==> src/rtl/module_captura_pkg.sv <==
// Shared types, key codes and key classification for the operand-entry controller.
package pkg_captura;

   // Entry FSM states; the encoding is exported on the estado port.
   typedef enum logic [1:0] {
      CAP_1 = 2'd0,
      CAP_2 = 2'd1,
      LISTO = 2'd2
   } t_estado;

   localparam logic [3:0] TEC_ENTER = 4'hA;
   localparam logic [3:0] TEC_CLEAR = 4'hB;

   // True for decimal digit keys 0-9.
   function automatic logic es_digito(input logic [3:0] tecla);
      return (tecla <= 4'd9);
   endfunction

endpackage

==> src/rtl/module_captura_acumulador.sv <==
// Decimal operand accumulator: value*10 + digit with range and digit-count limits.
module module_acumulador #(
   parameter int unsigned ANCHO   = 8,
   parameter int unsigned MAX_DIG = 3
) (
   input  logic                               clk,
   input  logic                               rst,
   input  logic                               load_digit,
   input  logic                               clear,
   input  logic [3:0]                         digit,
   output logic [ANCHO-1:0]                   value,
   output logic [$clog2(MAX_DIG+1)-1:0]       count,
   output logic                               acepta
);

   localparam int unsigned CNT_W = $clog2(MAX_DIG + 1);
   localparam int unsigned EXT_W = ANCHO + 4;
   localparam logic [EXT_W-1:0] MAX_VAL = EXT_W'((64'd1 << ANCHO) - 64'd1);

   logic [ANCHO-1:0] value_q, value_d;
   logic [CNT_W-1:0] count_q, count_d;
   logic [EXT_W-1:0] nuevo;

   // Candidate value and accept flag for the next digit on the current contents.
   always_comb begin
      nuevo  = EXT_W'(value_q) * EXT_W'(10) + EXT_W'(digit);
      acepta = (count_q < CNT_W'(MAX_DIG)) && (nuevo <= MAX_VAL);
   end

   // Next contents: clear has priority; clear together with load starts a fresh operand.
   always_comb begin
      value_d = value_q;
      count_d = count_q;
      if (clear && load_digit) begin
         value_d = ANCHO'(digit);
         count_d = CNT_W'(1);
      end else if (clear) begin
         value_d = '0;
         count_d = '0;
      end else if (load_digit && acepta) begin
         value_d = nuevo[ANCHO-1:0];
         count_d = count_q + CNT_W'(1);
      end
   end

   // Operand and digit-count registers with synchronous reset.
   always_ff @(posedge clk) begin
      if (rst) begin
         value_q <= '0;
         count_q <= '0;
      end else begin
         value_q <= value_d;
         count_q <= count_d;
      end
   end

   assign value = value_q;
   assign count = count_q;

endmodule

==> src/rtl/module_captura.sv <==
// Operand-entry controller: keypad strobes to two operands, ready flags and a start pulse.
module module_captura
   import pkg_captura::*;
#(
   parameter int unsigned ANCHO   = 8,
   parameter int unsigned MAX_DIG = 3
) (
   input  logic             clk,
   input  logic             rst,
   input  logic [3:0]       tecla,
   input  logic             tecla_valida,
   output logic [ANCHO-1:0] num_1,
   output logic [ANCHO-1:0] num_2,
   output logic             listo_1,
   output logic             listo,
   output logic             inicio,
   output logic [1:0]       estado
);

   localparam int unsigned CNT_W = $clog2(MAX_DIG + 1);

   t_estado          estado_q, estado_d;
   logic             listo_1_q, listo_1_d;
   logic             listo_q, listo_d;
   logic             inicio_q, inicio_d;

   logic             ld_1, clr_1, ld_2, clr_2;
   logic             acepta_1, acepta_2;
   logic [CNT_W-1:0] cnt_1, cnt_2;
   logic             k_dig, k_ent, k_clr;

   // Key classification; unqualified strobes and codes C-F decode to nothing.
   always_comb begin
      k_dig = tecla_valida && es_digito(tecla);
      k_ent = tecla_valida && (tecla == TEC_ENTER);
      k_clr = tecla_valida && (tecla == TEC_CLEAR);
   end

   // Operand 1 keeps its digit count while operand 2 is typed, so a return
   // from CAP_2 resumes editing where it left off.
   module_acumulador #(.ANCHO(ANCHO), .MAX_DIG(MAX_DIG)) u_acc_1 (
      .clk       (clk),
      .rst       (rst),
      .load_digit(ld_1),
      .clear     (clr_1),
      .digit     (tecla),
      .value     (num_1),
      .count     (cnt_1),
      .acepta    (acepta_1)
   );

   module_acumulador #(.ANCHO(ANCHO), .MAX_DIG(MAX_DIG)) u_acc_2 (
      .clk       (clk),
      .rst       (rst),
      .load_digit(ld_2),
      .clear     (clr_2),
      .digit     (tecla),
      .value     (num_2),
      .count     (cnt_2),
      .acepta    (acepta_2)
   );

   // Next-state, flag and accumulator-control decode.
   always_comb begin
      estado_d  = estado_q;
      listo_1_d = listo_1_q;
      listo_d   = listo_q;
      inicio_d  = 1'b0;
      ld_1      = 1'b0;
      clr_1     = 1'b0;
      ld_2      = 1'b0;
      clr_2     = 1'b0;
      case (estado_q)
         CAP_1: begin
            if (k_dig) begin
               ld_1 = acepta_1;
            end else if (k_ent && (cnt_1 != '0)) begin
               listo_1_d = 1'b1;
               estado_d  = CAP_2;
            end else if (k_clr) begin
               clr_1 = 1'b1;
            end
         end
         CAP_2: begin
            if (k_dig) begin
               ld_2 = acepta_2;
            end else if (k_ent && (cnt_2 != '0)) begin
               listo_d  = 1'b1;
               inicio_d = 1'b1;
               estado_d = LISTO;
            end else if (k_clr) begin
               if (cnt_2 != '0) begin
                  clr_2 = 1'b1;
               end else begin
                  listo_1_d = 1'b0;
                  estado_d  = CAP_1;
               end
            end
         end
         LISTO: begin
            if (k_dig || k_clr) begin
               clr_1     = 1'b1;
               clr_2     = 1'b1;
               ld_1      = k_dig;
               listo_1_d = 1'b0;
               listo_d   = 1'b0;
               estado_d  = CAP_1;
            end
         end
         default: begin
            clr_1     = 1'b1;
            clr_2     = 1'b1;
            listo_1_d = 1'b0;
            listo_d   = 1'b0;
            estado_d  = CAP_1;
         end
      endcase
   end

   // State and flag registers with synchronous reset.
   always_ff @(posedge clk) begin
      if (rst) begin
         estado_q  <= CAP_1;
         listo_1_q <= 1'b0;
         listo_q   <= 1'b0;
         inicio_q  <= 1'b0;
      end else begin
         estado_q  <= estado_d;
         listo_1_q <= listo_1_d;
         listo_q   <= listo_d;
         inicio_q  <= inicio_d;
      end
   end

   assign listo_1 = listo_1_q;
   assign listo   = listo_q;
   assign inicio  = inicio_q;
   assign estado  = 2'(estado_q);

endmodule

==> config.mk <==
export PLATFORM = sky130hd
export DESIGN_NAME = module_captura
export DESIGN_NICKNAME = d
export VERILOG_FILES = /design/src/rtl/module_captura_pkg.sv /design/src/rtl/module_captura_acumulador.sv /design/src/rtl/module_captura.sv
export SDC_FILE = /design/constraint.sdc
export NUM_CORES = 1
export LEC_CHECK = 0
export BUFFER_PORTS_ARGS = -buffer_cell sky130_fd_sc_hd__buf_2
export CAP_MARGIN = 40
export CORE_MARGIN = 5
export CORE_UTILIZATION = 62
export DETAILED_ROUTE_END_ITERATION = 16
export PLACE_DENSITY = 0.84
export SLEW_MARGIN = 20
export SYNTH_ARGS = -nofsm -noshare
export SYNTH_HDL_FRONTEND = slang
export SYNTH_HIERARCHICAL = 1
export SYNTH_SLANG_ARGS = --single-unit
export TNS_END_PERCENT = 5
==> constraint.sdc <==
create_clock -name clk -period 5.4 [get_ports clk]
set_input_delay 0.27 -clock clk [delete_from_list [all_inputs] [get_ports clk]]
set_output_delay 0.27 -clock clk [all_outputs]
set_load 0.02 [all_outputs]
# Yosys cells after proc, flatten, opt, wreduce, memory -nomap -nowiden
# Cells that the tools add are included.
# totals
elab_cells	109
output_inout_bits	21
inputBits	7
reg_bits	25
# op_classes
reduce_logical	23
n_mul	2
n_addsub	4
mux	47
eq_ne	14
n_bitwise	2
n_lt_le_gt_ge	5
# op_table
operator	n
1-bit 2-to-1 mux	28
12-bit by 4-bit adder with 12-bit output	2
12-bit by 8-bit <= comparator with 1-bit output, second input constant	2
4-bit 2-to-1 mux	6
8-bit by 3-bit multiplier with 11-bit output, second input constant	2
2-bit != test, second input constant	8
2-bit 2-to-1 mux	7
1-bit case mux with 3 select lines	4
1-bit logical AND	11
3-bit OR reduction	3
4-bit equality test, second input constant	2
7-bit AND reduction	1
3-bit != test, second input constant	2
2-bit case mux with 3 select lines	1
6-bit AND reduction	1
3-bit nonzero test	2
2-bit by 1-bit adder with 2-bit output, second input constant	2
4-bit <= comparator, second input constant	1
2-bit < comparator, second input constant	2
4-bit AND reduction	1
2-bit nonzero test	2
2-bit by 1-bit equality test with 1-bit output, second input constant	1
2-bit equality test, second input constant	1
2-bit logical NOT	1
other kinds (3)	4

# Depth between registers and ports, before layout
# Gate-level depths: netlist of run 1.
# depth
depth_word	10
mapped_depth	16
depth_no_buf	15

# By module
# Netlist of run 1, hierarchy kept.
# by_module_without_submodules
module	n_inst	cells_each	area_per_inst_um2	seq_area_each_um2
module_acumulador	2	103	963.4	200.2
module_captura	1	47	362.8	100.1

# Worst setup path before layout of run 1
# OpenSTA, ideal clock, no wires.
# synth_timing
path_kind	reg2reg
from	register u_acc_2.value_q[1] (netlist: u_acc_2/value[1])
to	register u_acc_2.value_q[3] (netlist: u_acc_2/value[3])
setup_slack_ns	1.543
arrival_time_ns	3.735
setup_ns	0.122
path_stages_with_launch	16
synth_period_minus_slack_ns	3.857
n_path_buf	1
cell_sequence	dfxtp_1 -> ha_1 -> ha_1 -> inv_1 -> fa_1 -> nand3b_1 -> nor4_4 -> nand3_2 -> a211oi_2 -> inv_1 -> nor3_1 -> buf_1 -> nand3_1 -> a211oi_4 -> mux2i_1 -> o21ai_1
# synth_via
elab_chain_cells	8
word_cells_on_any_way	12
# synth_lines
item	line_no	rtl
from (decl)	module_captura_acumulador.sv:20	logic [ANCHO-1:0] value_q, value_d;
from (signal assigned)	module_captura_acumulador.sv:52	value_q <= value_d;
8-bit by 3-bit multiplier with 11-bit output *	module_captura_acumulador.sv:26	nuevo = EXT_W'(value_q) * EXT_W'(10) + EXT_W'(digit);
12-bit by 4-bit adder with 12-bit output *	module_captura_acumulador.sv:26	
12-bit by 8-bit <= comparator with 1-bit output *	module_captura_acumulador.sv:27	acepta = (count_q < CNT_W'(MAX_DIG)) && (nuevo <= MAX_VAL);
1-bit logical AND *	module_captura_acumulador.sv:27	
named net acepta_2	module_captura.sv:28	logic acepta_1, acepta_2;
1-bit 2-to-1 mux *	module_captura.sv:85	if (k_dig) begin
1-bit 2-to-1 mux *	module_captura.sv:73	case (estado_q)
named net ld_2	module_captura.sv:27	logic ld_1, clr_1, ld_2, clr_2;
1-bit logical AND, on equally long branches	module_captura_acumulador.sv:40, module_captura_acumulador.sv:34	
3-bit nonzero test (no source line) or 4-bit 2-to-1 mux (tied branches)	n/a	
# The timed path passes the listed nets; every way through them passes the cells marked *. The select of a mux whose other input is x is not followed.
# A chain may end at the register's enable or synchronous reset.

# Worst setup path in the final report of run 1
# layout_timing
from	register u_acc_2.value_q[1] (netlist: u_acc_2/value[1])
to	register u_acc_2.value_q[2] (netlist: u_acc_2/value[2])
# Same word-level chain as after synthesis.

==> metrics, run 1 <==
Chip Width=70.8 µm; Final Hold Vio Count=0; routed length per instance=between 10 and 15 µm; clk sink count=25; number of global-route vias before repair=around 1900; final setup fails=0; CTS Buf Count=3; Synthesized Nets=296; clk root buf=clkbuf_8; DPL Wire Length=about 3800 µm; initial antenna violation count=0; peak supply drop=approximately 280 µV; top-count cell post-synth=ha_1; FFs w/ async S/R, synth=0%; CTS tree=done; maximum fanout along the worst path=10; number of antenna-violating nets in the routed design=0; Layout area overhead=10.5%; post-synthesis sequential area ratio=21.9%; FF-to-FF Start=u_acc_2/value[1]; clk_skew=0.00418 ns; Unique masters post-synth=47; Cell Area, Placed=between 0.002 and 0.0025 mm²; core area=between 0.003 and 0.004 mm²; detailed-route DRC error count=0; via count=~1900; run status=complete, no violations; final wirelength=around 4800 µm; main combinational cell family by area after synthesis=simple AND/OR/NAND/NOR gates; clock slew at reported path FFs=about 0.090 ns; Slew @ Worst Pin=about 0.54 ns; Crit. End Element=flip-flop; Final Critical Period=a little under 4 ns; share of layout cells above drive strength 1=about a fifth; Worst Hold Class=primary input to flip-flop; pin count of the biggest net entering global routing=21; number of enable flip-flop cells after synthesis=0; post-synthesis mux area share=approximately 5.7%; input/output buffers=27; Finished Layout Cells=329; cells after synthesis=around 250; Total GRT Usage=around a fifth; Yosys top cell by area=dfxtp_1; worst hold slack=about 0.35 ns; synth cell count leaders=ha_1, nor2_1, dfxtp_1; # placed instances=325; post-synthesis simple-gate area fraction=23.7%; startpoint types=flip-flop; n_diodes=0; GP Congestion=about 0.83; Yosys warning total=6; critical path arrival=a little over 4 ns; Post-Synth Adder-Cell Area=between 20% and 30%; Post-layout nets=about 330; worst setup path startpoint=u_acc_2/value[1]; Setup CP Type=flip-flop to flip-flop; setup_tns=0 ns; Critical Path RT=~5.6 ns; Initial Util=63.5%; Clock Latency Late Sink=roughly 0.27 ns; Top FF cell, synth=dfxtp_1; min-delay src=tecla[0]; fin crit share=about three quarters; synthesized area=0.00229 mm²; Max-cap violations=0; setup repair bufs after CTS=0; Die Ht=~71 µm; DRT iter0 DRCs=between 100 and 150; drt first pass iters=4; first-pass GRT wire length=8240 µm; # hold bufs at CTS=0; total power=between 0.0008 and 0.0009 W; CTS resizes=0; Via density=5.89; RSZ-0062 raised after global routing=false; Synth Area in Compound Gates=18.9%; Yosys top cell area share=a little over a fifth; io pins=28; Pwr Density=325 mW/mm²; Fmax=approximately 0.25 GHz; cell row count=22; Max-slew headroom=a little under two thirds; Synth area leaders=dfxtp_1, ha_1, mux2i_1, xnor2_1, nor2_1; Max clock buf depth=2; grt ovf=0; CTS H-tree lvls=1; Max Slew Vio Count=0; leakage dissipation=around 1.1 nW; flop and latch count out of synthesis=25; Synth Area per Inst=9.05 µm²; area of the die=about 0.005 mm²; Post-Synth XOR/XNOR Area=roughly 6.1%; post-route cell area=roughly 0.0025 mm²
## critical path: stages (launching register included)
cell	delay, ns
dfxtp_1	0.38
ha_1	0.31
ha_1	0.18
inv_1	0.06
fa_1	0.40
xnor2_1	0.24
nand3b_1	0.18
nor4_4	0.20
nand3_2	0.15
a211oi_2	0.34
inv_1	0.08
nor3_1	0.30
nand3_1	0.18
a211oi_4	0.53
a221oi_1	0.20
o21a_1	0.15
## kinds of logic (layout without fill, tap and decap cells)
family / after synthesis / in the layout
simple gates: 91 / 91
compound gates: 55 / 55
fa+ha+maj: 36 / 36
flops: 25 / 25
buf+inv: 17 / 45
xor+xnor: 16 / 16
mux: 13 / 13
## cells in the final DEF, fill, tap and decap left out, drive strengths merged, types with 9 or more instances in the layout
master	Yosys	layout
a211oi	12	12
a21oi	11	11
buf	4	31
dfxtp	25	25
ha	32	32
inv	10	10
mux2i	12	12
nand2	10	10
nor2	27	27
nor2b	9	9
nor3	9	9
xnor2	12	12
## per-layer routing
metal,share of wire [%],track usage [%],up-vias
li1,-,-,985
met1,44,24.4,907
met2,51,34.0,39
met3,3.1,3.41,8
met4,2.0,7.72,0
met5,0,0,-
## sequential cells by signal, summed over array words and instances (netlist names)
| register | cells |
|---|---|
| estado | 2 |
| inicio | 1 |
| listo | 1 |
| listo_1 | 1 |
| u_acc_1/count | 2 |
| u_acc_1/value | 8 |
| u_acc_2/count | 2 |
| u_acc_2/value | 8 |
## stage by stage
step	worst slack (ns)	util (%)
after floorplan	1.54	-
after global placement	1.50	68.6
after detailed placement	1.45	68.9
after CTS	1.42	70.2
after global routing	1.21	70.2
final	1.43	70.2
## power breakdown
group | switching, W | leakage (nW) | internal, W | total [W]
combinational | 0.000261 | 0.916 | 0.000201 | 0.000461
clock | 0.0000600 | 0.0255 | 0.0000517 | 0.000112
sequential | 0.0000358 | 0.202 | 0.000214 | 0.000250
total | 0.000357 | 1.14 | 0.000466 | 0.000822
## worst paths after layout
check | to | slack (ns) | cells past startpoint
setup / recovery | u_acc_2/value[2] | 1.43 | 15
hold / removal | u_acc_1/value[0] | 0.35 | 3
setup reg to reg | u_acc_2/value[2] | 1.43 | 15
hold reg to reg | listo | 0.51 | 2
## final cells by class
cell class	instances	area, µm²
multi-input combinational	211	1730
fill	315	1080
sequential	25	500
timing repair buffer	31	160
tap	48	60.1
clock buffer	3	41.3
inverter	10	37.5
clock inverter	1	5.00
No activity file was read; power rests on OpenSTA's default activity.
==> run 2: changes to the inputs <==
--- a/config.mk
+++ b/config.mk
@@ -8,9 +8,9 @@
 export BUFFER_PORTS_ARGS = -buffer_cell sky130_fd_sc_hd__buf_2
 export CAP_MARGIN = 40
 export CORE_MARGIN = 5
-export CORE_UTILIZATION = 62
+export CORE_UTILIZATION = 53
 export DETAILED_ROUTE_END_ITERATION = 16
-export PLACE_DENSITY = 0.84
+export PLACE_DENSITY = 0.77
 export SLEW_MARGIN = 20
 export SYNTH_ARGS = -nofsm -noshare
 export SYNTH_HDL_FRONTEND = slang
==> constraint.sdc (replaced) <==
create_clock -name clk -period 3.51 [get_ports clk]
set_input_delay 0.1755 -clock clk [delete_from_list [all_inputs] [get_ports clk]]
set_output_delay 0.1755 -clock clk [all_outputs]
set_load 0.02 [all_outputs]
==> metrics, run 2 (same netlist as run 1, synthesis figures left out) <==
input/output buffers=27 (unchanged); commonest non-fill, non-tap cell in the layout=ha_1 (unchanged); detailed-route DRC error count=0 (unchanged); Post-layout nets=339 (was 325); final wirelength=5340 µm (was 4800 µm); Max clock buf depth=2 (unchanged); cell row count=24 (was 22); Fmax=0.287 GHz (was 0.252 GHz); run status=complete, no violations (unchanged); Crit. End Element=flip-flop (unchanged); met2 wire len=2420 µm (was 2450 µm); CTS Buf Count=3 (unchanged); fin crit share=99.4% (was 73.6%); grt ovf=0 (unchanged); clock slew at reported path FFs=0.09 ns (about the same); leakage dissipation=1.24 nW (was 1.14 nW); WL met1=2640 µm (was 2100 µm); n_diodes=0 (unchanged); Cell Area, Placed=0.00256 mm² (was 0.00248 mm²); RSZ-0062 raised after global routing=true (was false); Filler Cell Count=354 (was 315); Die Ht=75.7 µm (was 70.8 µm); first-pass GRT wire length=8530 µm (was 8240 µm); clk sink count=25 (unchanged); Total GRT Usage=18.8% (was 19.7%); GP Congestion=0.850 (was 0.831); # hold bufs at CTS=0 (unchanged); Initial Util=53.7% (was 63.5%); io pins=28 (unchanged); Max-cap violations=0 (unchanged); maximum fanout along the worst path=5 (was 10); Setup CP Type=flip-flop to flip-flop (unchanged); final core area utilization=64.7% (was 70.2%); Via density=5.74 (was 5.89); number of antenna-violating nets in the routed design=0 (unchanged); number of global-route vias before repair=1824 (was 1851); routed length per instance=15.4 µm (was 14.6 µm); Final Hold Vio Count=0 (unchanged); Layout area overhead=20.5% (was 10.5%); area of the die=0.00574 mm² (was 0.00501 mm²); Clock Latency Late Sink=0.27 ns (about the same); Reg2Reg Depth=16 (was 15); clk_skew=0.00240 ns (was 0.00418 ns); dpl ws=-0.0402 ns (was 1.45 ns); Pwr Density=531 mW/mm² (was 325 mW/mm²); pin count of the biggest net entering global routing=21 (unchanged); post-route cell area=0.00276 mm² (was 0.00253 mm²); Chip Width=75.7 µm (was 70.8 µm); Worst Hold Class=primary input to flip-flop (unchanged); CTS tree=done (unchanged); hold depth=3 (unchanged); highest metal used=met4 (unchanged); CTS H-tree lvls=1 (unchanged); core area=0.00426 mm² (was 0.00361 mm²); slack of the critical path=0.0220 ns (was 1.43 ns); Critical Path RT=3.68 ns (was 5.57 ns); startpoint types=flip-flop (unchanged); peak supply drop=520 µV (was 282 µV); commonest non-fill, non-tap cells in the layout=ha_1, nor2_1, buf_2 (was ha_1, buf_2, nor2_1); DRT iter0 DRCs=82 (was 118); initial antenna violation count=0 (unchanged); setup_tns=0 ns (unchanged); Final Critical Period=3.49 ns (was 3.97 ns); critical path arrival=3.66 ns (was 4.15 ns); DPL Wire Length=4020 µm (was 3790 µm); share of layout cells above drive strength 1=31.9% (was 21.4%); met3 WL=227 µm (was 149 µm); drt first pass iters=4 (unchanged); Max-slew headroom=70.5% (was 63.6%); via count=1991 (was 1939); Slew @ Worst Pin=0.442 ns (was 0.545 ns); Max Slew Vio Count=0 (unchanged); final setup fails=0 (unchanged); clk root buf=clkbuf_8 (unchanged)
[run 2: cell count changes in the layout (fill, tap and decap cells not counted), sizes merged]
| cell | previous run | this run |
|---|---|---|
| buf | 31 | 45 |
[run 2: critical path, stage by stage (launching register included)]
cell,delay (ns)
dfxtp_4,0.38
ha_4,0.27
ha_4,0.12
inv_2,0.04
fa_2,0.39
xnor2_2,0.19
nand3b_1,0.17
nor4_4,0.31
nand3_2,0.12
a211oi_2,0.24
nor2_1,0.09
nor3_2,0.23
nand3_2,0.12
a211oi_4,0.28
buf_6,0.16
mux2i_1,0.19
nor2_1,0.08
[run 2: report_power, final]
group	leakage [nW]	internal [W]	switching [W]	total (W)
Combinational	1.01	0.000433	0.000465	0.000899
Sequential	0.206	0.000336	0.0000565	0.000393
Clock	0.0255	0.0000796	0.0000950	0.000175
[run 2: path summary, 6_finish.rpt]
path	from	slack [ns]	end
worst max-delay path	u_acc_1/value[1]	0.02	u_acc_1/count[1]
worst min-delay path	tecla[3]	0.26	u_acc_2/value[3]
worst max register to register	u_acc_1/value[1]	0.02	u_acc_1/count[1]
worst min register to register	u_acc_1/value[2]	0.51	u_acc_1/value[2]
[run 2: area by class of cell]
cell class / count / area, µm² / area share (%)
Clock inverter: 1 / 5.00 / 0.181
Multi-Input combinational cell: 211 / 1820 / 65.8
Sequential cell: 25 / 513 / 18.6
Inverter: 10 / 37.5 / 1.36
Tap cell: 52 / 65.1 / 2.36
Clock buffer: 3 / 41.3 / 1.50
Timing Repair Buffer: 45 / 282 / 10.2
[run 2: through the flow]
| stage | instances | hold WS [ns] | total power (W) |
|---|---|---|---|
| 4_1_cts | 341 | 0.248 | 0.00133 |
| 3_5_place_dp | 337 | 0.501 | 0.00115 |
| 6_report | 347 | 0.255 | 0.00147 |
| 3_3_place_gp | 337 | 0.496 | 0.00113 |
| 2_1_floorplan | 253 | 0.245 | 0.000936 |
| 5_1_grt | 347 | 0.267 | 0.00158 |
[run 2: what timing repair did]
item                       in CTS  in global routing
buffers inserted                0                  6
setup endpoints to repair       8                 19
resized for setup               1                 20
pin swaps                       0                 15
[run 2: layer usage]
layer  up-vias  GRT usage [%]
li1       1007              -
met1       941           27.8
met2        37           29.5
met3         6           2.90
met4         0           2.91
met5         -              0
